$ cat src/rtl/tile_pingpong_buffer.sv
// Round-robin multi-bank tile buffer: row-major write beats in, DIM-lane beats out,
// read either transposed (column) or straight (row), tiles leave in arrival order.
module tile_pingpong_buffer #(
    parameter int DWIDTH   = 8,
    parameter int DIM      = 4,
    parameter int WR_ELEMS = 4,
    parameter int NBANK    = 2
) (
    input  logic                          clk,
    input  logic                          rst_n,
    input  logic                          flush,
    input  logic                          wr_acq,
    output logic                          wr_rdy,
    input  logic [WR_ELEMS*DWIDTH-1:0]    wr_data,
    input  logic                          rd_acq,
    input  logic                          rd_mode,
    output logic                          rd_rdy,
    output logic [DIM*DWIDTH-1:0]         rd_data,
    output logic                          rd_last,
    output logic [$clog2(NBANK+1)-1:0]    occ
);
    localparam int NBEATS = DIM * DIM / WR_ELEMS;
    localparam int AW     = $clog2(DIM * DIM);
    localparam int BW     = $clog2(NBANK);
    localparam int WIW    = $clog2(NBEATS);
    localparam int RIW    = $clog2(DIM);
    localparam int OW     = $clog2(NBANK + 1);

    logic [BW-1:0]  wr_bank_reg, wr_bank_next;
    logic [BW-1:0]  rd_bank_reg, rd_bank_next;
    logic [WIW-1:0] wr_idx_reg, wr_idx_next;
    logic [RIW-1:0] rd_idx_reg, rd_idx_next;
    logic [OW-1:0]  occ_reg, occ_next;
    logic           tile_mode_reg, tile_mode_next;

    logic           wr_fire, rd_fire, wr_tile_done, rd_tile_done, rd_mode_eff;

    // Tile storage, not reset; read combinationally so data is show-ahead.
    logic [DWIDTH-1:0] mem [NBANK][DIM*DIM];

    function automatic logic [BW-1:0] bank_inc(input logic [BW-1:0] b);
        return (b == BW'(NBANK - 1)) ? '0 : b + BW'(1);
    endfunction

    assign wr_rdy       = (occ_reg < OW'(NBANK));
    assign rd_rdy       = (occ_reg != '0);
    assign wr_fire      = wr_acq & wr_rdy;
    assign rd_fire      = rd_acq & rd_rdy;
    assign wr_tile_done = wr_fire & (wr_idx_reg == WIW'(NBEATS - 1));
    assign rd_tile_done = rd_fire & (rd_idx_reg == RIW'(DIM - 1));
    assign rd_last      = rd_rdy & (rd_idx_reg == RIW'(DIM - 1));
    assign rd_mode_eff  = (rd_idx_reg == '0) ? rd_mode : tile_mode_reg;
    assign occ          = occ_reg;

    always_comb begin
        wr_bank_next   = wr_bank_reg;
        rd_bank_next   = rd_bank_reg;
        wr_idx_next    = wr_idx_reg;
        rd_idx_next    = rd_idx_reg;
        occ_next       = occ_reg;
        tile_mode_next = tile_mode_reg;
        if (flush) begin
            // A flush drops any same-cycle fire and discards partial tiles.
            wr_bank_next = '0;
            rd_bank_next = '0;
            wr_idx_next  = '0;
            rd_idx_next  = '0;
            occ_next     = '0;
        end else begin
            if (wr_fire) begin
                wr_idx_next  = wr_tile_done ? '0 : wr_idx_reg + WIW'(1);
                wr_bank_next = wr_tile_done ? bank_inc(wr_bank_reg) : wr_bank_reg;
            end
            if (rd_fire) begin
                rd_idx_next  = rd_tile_done ? '0 : rd_idx_reg + RIW'(1);
                rd_bank_next = rd_tile_done ? bank_inc(rd_bank_reg) : rd_bank_reg;
                if (rd_idx_reg == '0)
                    tile_mode_next = rd_mode;
            end
            case ({wr_tile_done, rd_tile_done})
                2'b10:   occ_next = occ_reg + OW'(1);
                2'b01:   occ_next = occ_reg - OW'(1);
                default: occ_next = occ_reg;
            endcase
        end
    end

    always_ff @(posedge clk) begin
        if (!rst_n) begin
            wr_bank_reg   <= '0;
            rd_bank_reg   <= '0;
            wr_idx_reg    <= '0;
            rd_idx_reg    <= '0;
            occ_reg       <= '0;
            tile_mode_reg <= 1'b0;
        end else begin
            wr_bank_reg   <= wr_bank_next;
            rd_bank_reg   <= rd_bank_next;
            wr_idx_reg    <= wr_idx_next;
            rd_idx_reg    <= rd_idx_next;
            occ_reg       <= occ_next;
            tile_mode_reg <= tile_mode_next;
        end
    end

    always_ff @(posedge clk) begin
        if (rst_n && !flush && wr_fire) begin
            for (int j = 0; j < WR_ELEMS; j++)
                mem[wr_bank_reg][AW'(int'(wr_idx_reg) * WR_ELEMS + j)] <= wr_data[j*DWIDTH +: DWIDTH];
        end
    end

    // Lane gi: column mode picks element (gi, rd_idx), row mode picks (rd_idx, gi).
    generate
        for (genvar gi = 0; gi < DIM; gi++) begin : g_lane
            logic [AW-1:0] col_addr, row_addr;
            assign col_addr = AW'(gi * DIM + int'(rd_idx_reg));
            assign row_addr = AW'(int'(rd_idx_reg) * DIM + gi);
            assign rd_data[gi*DWIDTH +: DWIDTH] = mem[rd_bank_reg][rd_mode_eff ? row_addr : col_addr];
        end
    endgenerate
endmodule

$ cat config.mk
export PLATFORM = sky130hd
export DESIGN_NAME = tile_pingpong_buffer
export DESIGN_NICKNAME = d
export VERILOG_FILES = /design/src/rtl/tile_pingpong_buffer.sv
export SDC_FILE = /design/constraint.sdc
export NUM_CORES = 1
export LEC_CHECK = 0
export CAP_MARGIN = 20
export CORE_MARGIN = 4
export CORE_UTILIZATION = 60
export CTS_CLUSTER_DIAMETER = 150
export CTS_CLUSTER_SIZE = 16
export DETAILED_ROUTE_END_ITERATION = 6
export GPL_TIMING_DRIVEN = 0
export PLACE_DENSITY = 0.8
export REMOVE_ABC_BUFFERS = 1
export SETUP_SLACK_MARGIN = 0.5
export SLEW_MARGIN = 15
export SYNTH_ARGS = -nofsm -noshare
export SYNTH_HDL_FRONTEND = slang
export SYNTH_SLANG_ARGS = --single-unit
$ cat constraint.sdc
create_clock -name clk -period 9.7 [get_ports clk]
set_clock_uncertainty 0.05 [all_clocks]
set_input_delay 2.425 -clock clk [delete_from_list [all_inputs] [get_ports clk]]
set_output_delay 2.425 -clock clk [all_outputs]
set_load 0.01 [all_outputs]
* Yosys cells after proc, flatten, opt, wreduce, memory -nomap -nowiden
Memories as Yosys holds them, arrays and structs flattened. A register that Yosys moved wholly into a read port is not among the register bits.
Index checks and enable logic that the tools add are counted.
Widths: inputs -> output; s select.
** Operators by class
- Bitwise gates (word level) :: 399
- Add/subtract/negate cells :: 15
- Order comparisons :: 13
- Eq/ne operators :: 4
- Reductions and logical operators :: 14
- Muxes and demuxes :: 421
** Operators with widths (number)
- $mux 128 :: 4
- $mux 1 :: 390
- $or 1x1->1 :: 384
- $bmux 8 s4 :: 4
- $demux 8 s4 :: 4
- $mux 8 :: 12
- $ge 4x5->1 const B :: 4
- $ge 5x5->1 const B :: 4
- $not 4->5 :: 4
- $add 4x2->4 const B :: 4
- $lt 4x1->1 const B :: 4
- $mux 4 :: 4
- $not 4->4 :: 4
- $add 4x1->4 const B :: 2
- $add 4x2->4 const A :: 2
- $add 2x1->2 const B :: 3
- $eq 2x2->1 const B :: 3
- $logic_and 1x1->1 :: 6
- $reduce_and 2->1 :: 3
- $and 1x1->1 :: 5
- $add 3x2->4 const A :: 1
- $mux 2 :: 2
- $pmux 2 s2 :: 1
- $reduce_bool 2->1 :: 2
- 8 further kinds :: 10
** Storage, ports and cells
- Memories kept :: 1
- Logic and storage cells :: 873
- Output and inout port bits :: 37
- RAM bits :: 256
- Input bits :: 38
- Register bits after elaboration :: 9
** Memories
- mem :: words 2, width 128, rd ports 1, clocked after memory_dff 1, write ports 1, RTL line 39 : logic [DWIDTH-1:0] mem [NBANK][DIM*DIM];

* Depth between registers and ports, before layout
- Depth after elaboration :: 10
- Depth in mapped cells :: 12
- Gate-level depth less buffers :: 7

* Worst setup path before layout
No wires, ideal clock.
- Kind :: input to output
- Start :: in rd_mode
- End :: out rd_data[13]
- Slack :: 3639 ps
- Buffers on the path :: 2
- Required time :: 7225 ps
- Arrival :: 3586 ps
- Stages on the path :: 5
- Path through :: mux2i_4 > buf_2 > buf_2 > mux4_2 > a21oi_1
** On the way
- Word-level cells in the longest chain between the ends :: 6
** Ends and longest elaborated chain
- from (decl) :: RTL line 16 : input logic rd_mode,
- $mux 1
- $mux 4 :: RTL line 119 : assign rd_data[gi*DWIDTH +: DWIDTH] = mem[rd_bank_reg][rd_mode_eff ? row_addr : col_addr];
- $not 4->5 :: RTL line 119
- $bmux 8 s4 :: RTL line 119
- $mux 8 (2 in series) :: RTL line 119
- to (decl) :: RTL line 18 : output logic [DIM*DWIDTH-1:0] rd_data,
Every way passes these cells. The select of a mux whose other input is x is not followed.

* Worst setup path after layout
- Start :: in rd_mode
- End :: out rd_data[23]
Same word-level chain as after synthesis.

==> impl_results.md <==
* Area of the multi-input gates at 4500 um2
* Peak VDD IR at 0.101 mV
* Worst path depth at 8
* CP bufs+invs at 3
* Die area at 23600 um2
* CTS tree: done
* Fmax at 0.126 GHz
* Worst setup path endpoint: rd_data[23]
* Clock Latency Late Sink at 500 ps
* Die Ht at 153 um
* Avg Cell Area, Syn at 12.5 um2
* Max-cap viol count at 0
* Final setup viols at 0
* GPL Wtd Cong at 0.794
* Pwr Total at 0.00215 W
* Worst r2r path cells at 4
* Fin Setup TNS at 0 ps
* ANT nets after route at 0
* First-pass GRT wire length at 47.7 mm
* Vias at 8516
* Die Wd at 153 um
* Overflow after GRT at 0
* Crit path DAT at 5450 ps
* Initial antenna violation count at 0
* Critical Path RT at 7230 ps
* Worst-path clk slew at 60 ps
* Slew headroom at 29.1%
* Synth Warn # at 0
* Placed standard-cell area at 13900 um2
* Final Max Slew Viols at 0
* Setup Crit Path Kind: primary input to primary output
* Initial drt markers at 835
* DR vias/cell at 6.36
* Final nets at 1108
* DR pass1 iterations at 6
* LEAKAGE at 4.79 nW
* Final non-filler cell total at 1339
* Layout Cell Area excl Fill at 14500 um2
* Kind of end point of the critical path: primary output
* Most frequently used flop master after synthesis: edfxtp_1
* Detail Placement HPWL at 19.5 mm
* Cells along the critical path: clkdlybuf4s50_1 > mux2i_4 > buf_16 > nor2_1 > nand2_1 > o2bb2ai_1 > a31oi_1 > clkdlybuf4s50_1
* Sequential cell area at 7900 um2
* Worst r2r dst: mem[0][76]$_DFFE_PP_
* Synthesized flop and latch total at 266
* Crit path launch type: primary input
* Slowest Stage Delay on Critical Path at 810 ps
* Wire per inst at 23.0 um
* FF-to-FF Start: occ[1]$_SDFFE_PP0P_
* EDFF count, synth at 256
* DRC at 0
* Status: completed
* Ys async rst share at 0%
* CTS Buffer Depth at 3
* Antenna cells at 0
* P per Cell Area at 148 nW/um2
* Port Buffers at 74
* Num CTS Buffers at 20
* Max FFs per register at 256
* Synthesis-to-finish area growth at 14.1%
* Worst reg2reg setup slack at 6560 ps
* Share of post-route cells with drive strength above 1 at 10.8%
* Post-cts sizing count at 0
* Clock sink count at 266
* Distinct cells, synth at 50
* GRT Util Overall at 26.0%
* Hold Crit Class: flip-flop to flip-flop
* Effective utilization at floorplan at 61.9%
* Slew at the pin closest to its max-slew limit at 1060 ps
* CP dominant cell by count: clkdlybuf4s50_1
* Post-Syn Area at 12700 um2
* Number of global-route vias before repair at 8583
* Slowest cell on crit path: nor2_1
* H-Tree Depth at 1
* Post-layout min period at 7930 ps
* CTS root buffer: clkbuf_16
* Crit Path Max Fanout at 20
* Endpoints failing hold at 0
* Routed Wire Length at 30.7 mm
* Largest net degree at the start of global routing at 62
* Core Footprint at 20500 um2
* Post-Place Cells at 1311
* Reg with most FFs: mem
* Final worst-path cycle share at 81.7%
* Critical path's top delay family: buffers and inverters
* Post-CTS setup buffers at 0
* Hold buffer count at cts at 0
* Mapped Cells at 1014
* Crit path from: rd_mode
* Site Rows at 52
* I/O Pins at 75
* Sequential area share after synthesis at 62.1%
* Fillers at 1410
* RSZ-0062 raised after global routing: no
[logic make-up (layout without fill, tap and decap cells)]
logic type / after synthesis / count (layout) / share of synthesized area [%]
muxes: 142 / 142 / 14.3
adders and majority gates: 7 / 7 / 0.690
DFF: 266 / 266 / 62.1
AOI/OAI and AO/OA: 165 / 165 / 8.20
and+or+nand+nor: 360 / 360 / 11.6
buffers and inverters: 70 / 125 / 2.78
xor gates and xnor gates: 4 / 4 / 0.276
[cells in the mapped netlist (6+ instances only)]
cell      instances  share of area (%)
a31oi_1           6               0.30
mux4_2           27                4.8
o21ai_0          30                1.2
nand2_1         257                7.6
mux2i_1          84                6.6
buf_4            14               0.83
nand3_1           7               0.28
nor2_1           55                1.6
a211oi_1         14               0.83
ha_1              7               0.69
buf_2            18               0.71
edfxtp_1        256                 61
a311oi_1          7               0.48
dfxtp_1          10                1.6
clkbuf_1         29               0.86
nor2b_1           7               0.34
a21oi_1          61                2.4
and3_1            6               0.30
and2_1            9               0.44
mux2_2           29                2.6
o22ai_1           8               0.39
[power breakdown]
part	internal (W)	total, W	switching [W]	leakage [nW]
combinational	0.0000477	0.000120	0.0000725	2.13
clock	0.000394	0.000765	0.000371	0.270
sequential	0.00126	0.00127	0.00000188	2.39
total	0.00171	0.00215	0.000446	4.79
[worst min-delay path by stage]
stage | to | start | slack, ps | cells past startpoint
after floorplan | flip-flop | rd_bank_reg$_SDFFE_PP0P_ | 430 | 2
after global placement | flip-flop | rd_bank_reg$_SDFFE_PP0P_ | 440 | 2
after detailed placement | flip-flop | rd_bank_reg$_SDFFE_PP0P_ | 460 | 2
after CTS | flip-flop | rd_bank_reg$_SDFFE_PP0P_ | 470 | 2
after global routing | flip-flop | rd_bank_reg$_SDFFE_PP0P_ | 480 | 2
final | flip-flop | rd_bank_reg$_SDFFE_PP0P_ | 470 | 2
[stage by stage]
stage	setup WS, ps	utilization (%)	hold slack, ps
after global routing	1650	70.7	483
after detailed placement	1840	68.0	459
after floorplan	1610	-	431
after global placement	-1640	65.6	442
final	1770	70.7	465
after CTS	1800	70.7	470
[layer usage]
metal | track usage (%) | routed length, um
met1 | 35.4 | 11800
met2 | 44.3 | 15300
met4 | 8.45 | 1020
met5 | 0 | 0
met3 | 3.14 | 2640
[layout make-up]
class	count	area share (%)
Tap cell	270	2.33
Timing Repair Buffer	92	8.15
Clock inverter	1	0.0604
Multi-Input combinational cell	678	31.0
Clock buffer	27	3.78
Sequential cell	266	54.5
Inverter	5	0.147
[placed cells by master, fill, tap and decap left out, drive strengths merged, types with 8 or more instances in the layout]
cell type,count
a211oi,14
a21oi,61
and2,9
buf,18
clkbuf,27
clkdlybuf4s50,74
dfxtp,10
edfxtp,256
mux2,30
mux2i,85
mux4,27
nand2,258
nor2,56
o21ai,30
o22ai,8
[worst min-delay path, delay by kind of cell (launching register included)]
family | cells | cell delay (ps)
flops | 1 | 330
xor+xnor | 1 | 80
simple gates | 1 | 70
Note: power is estimated with default switching activity, not from simulation.
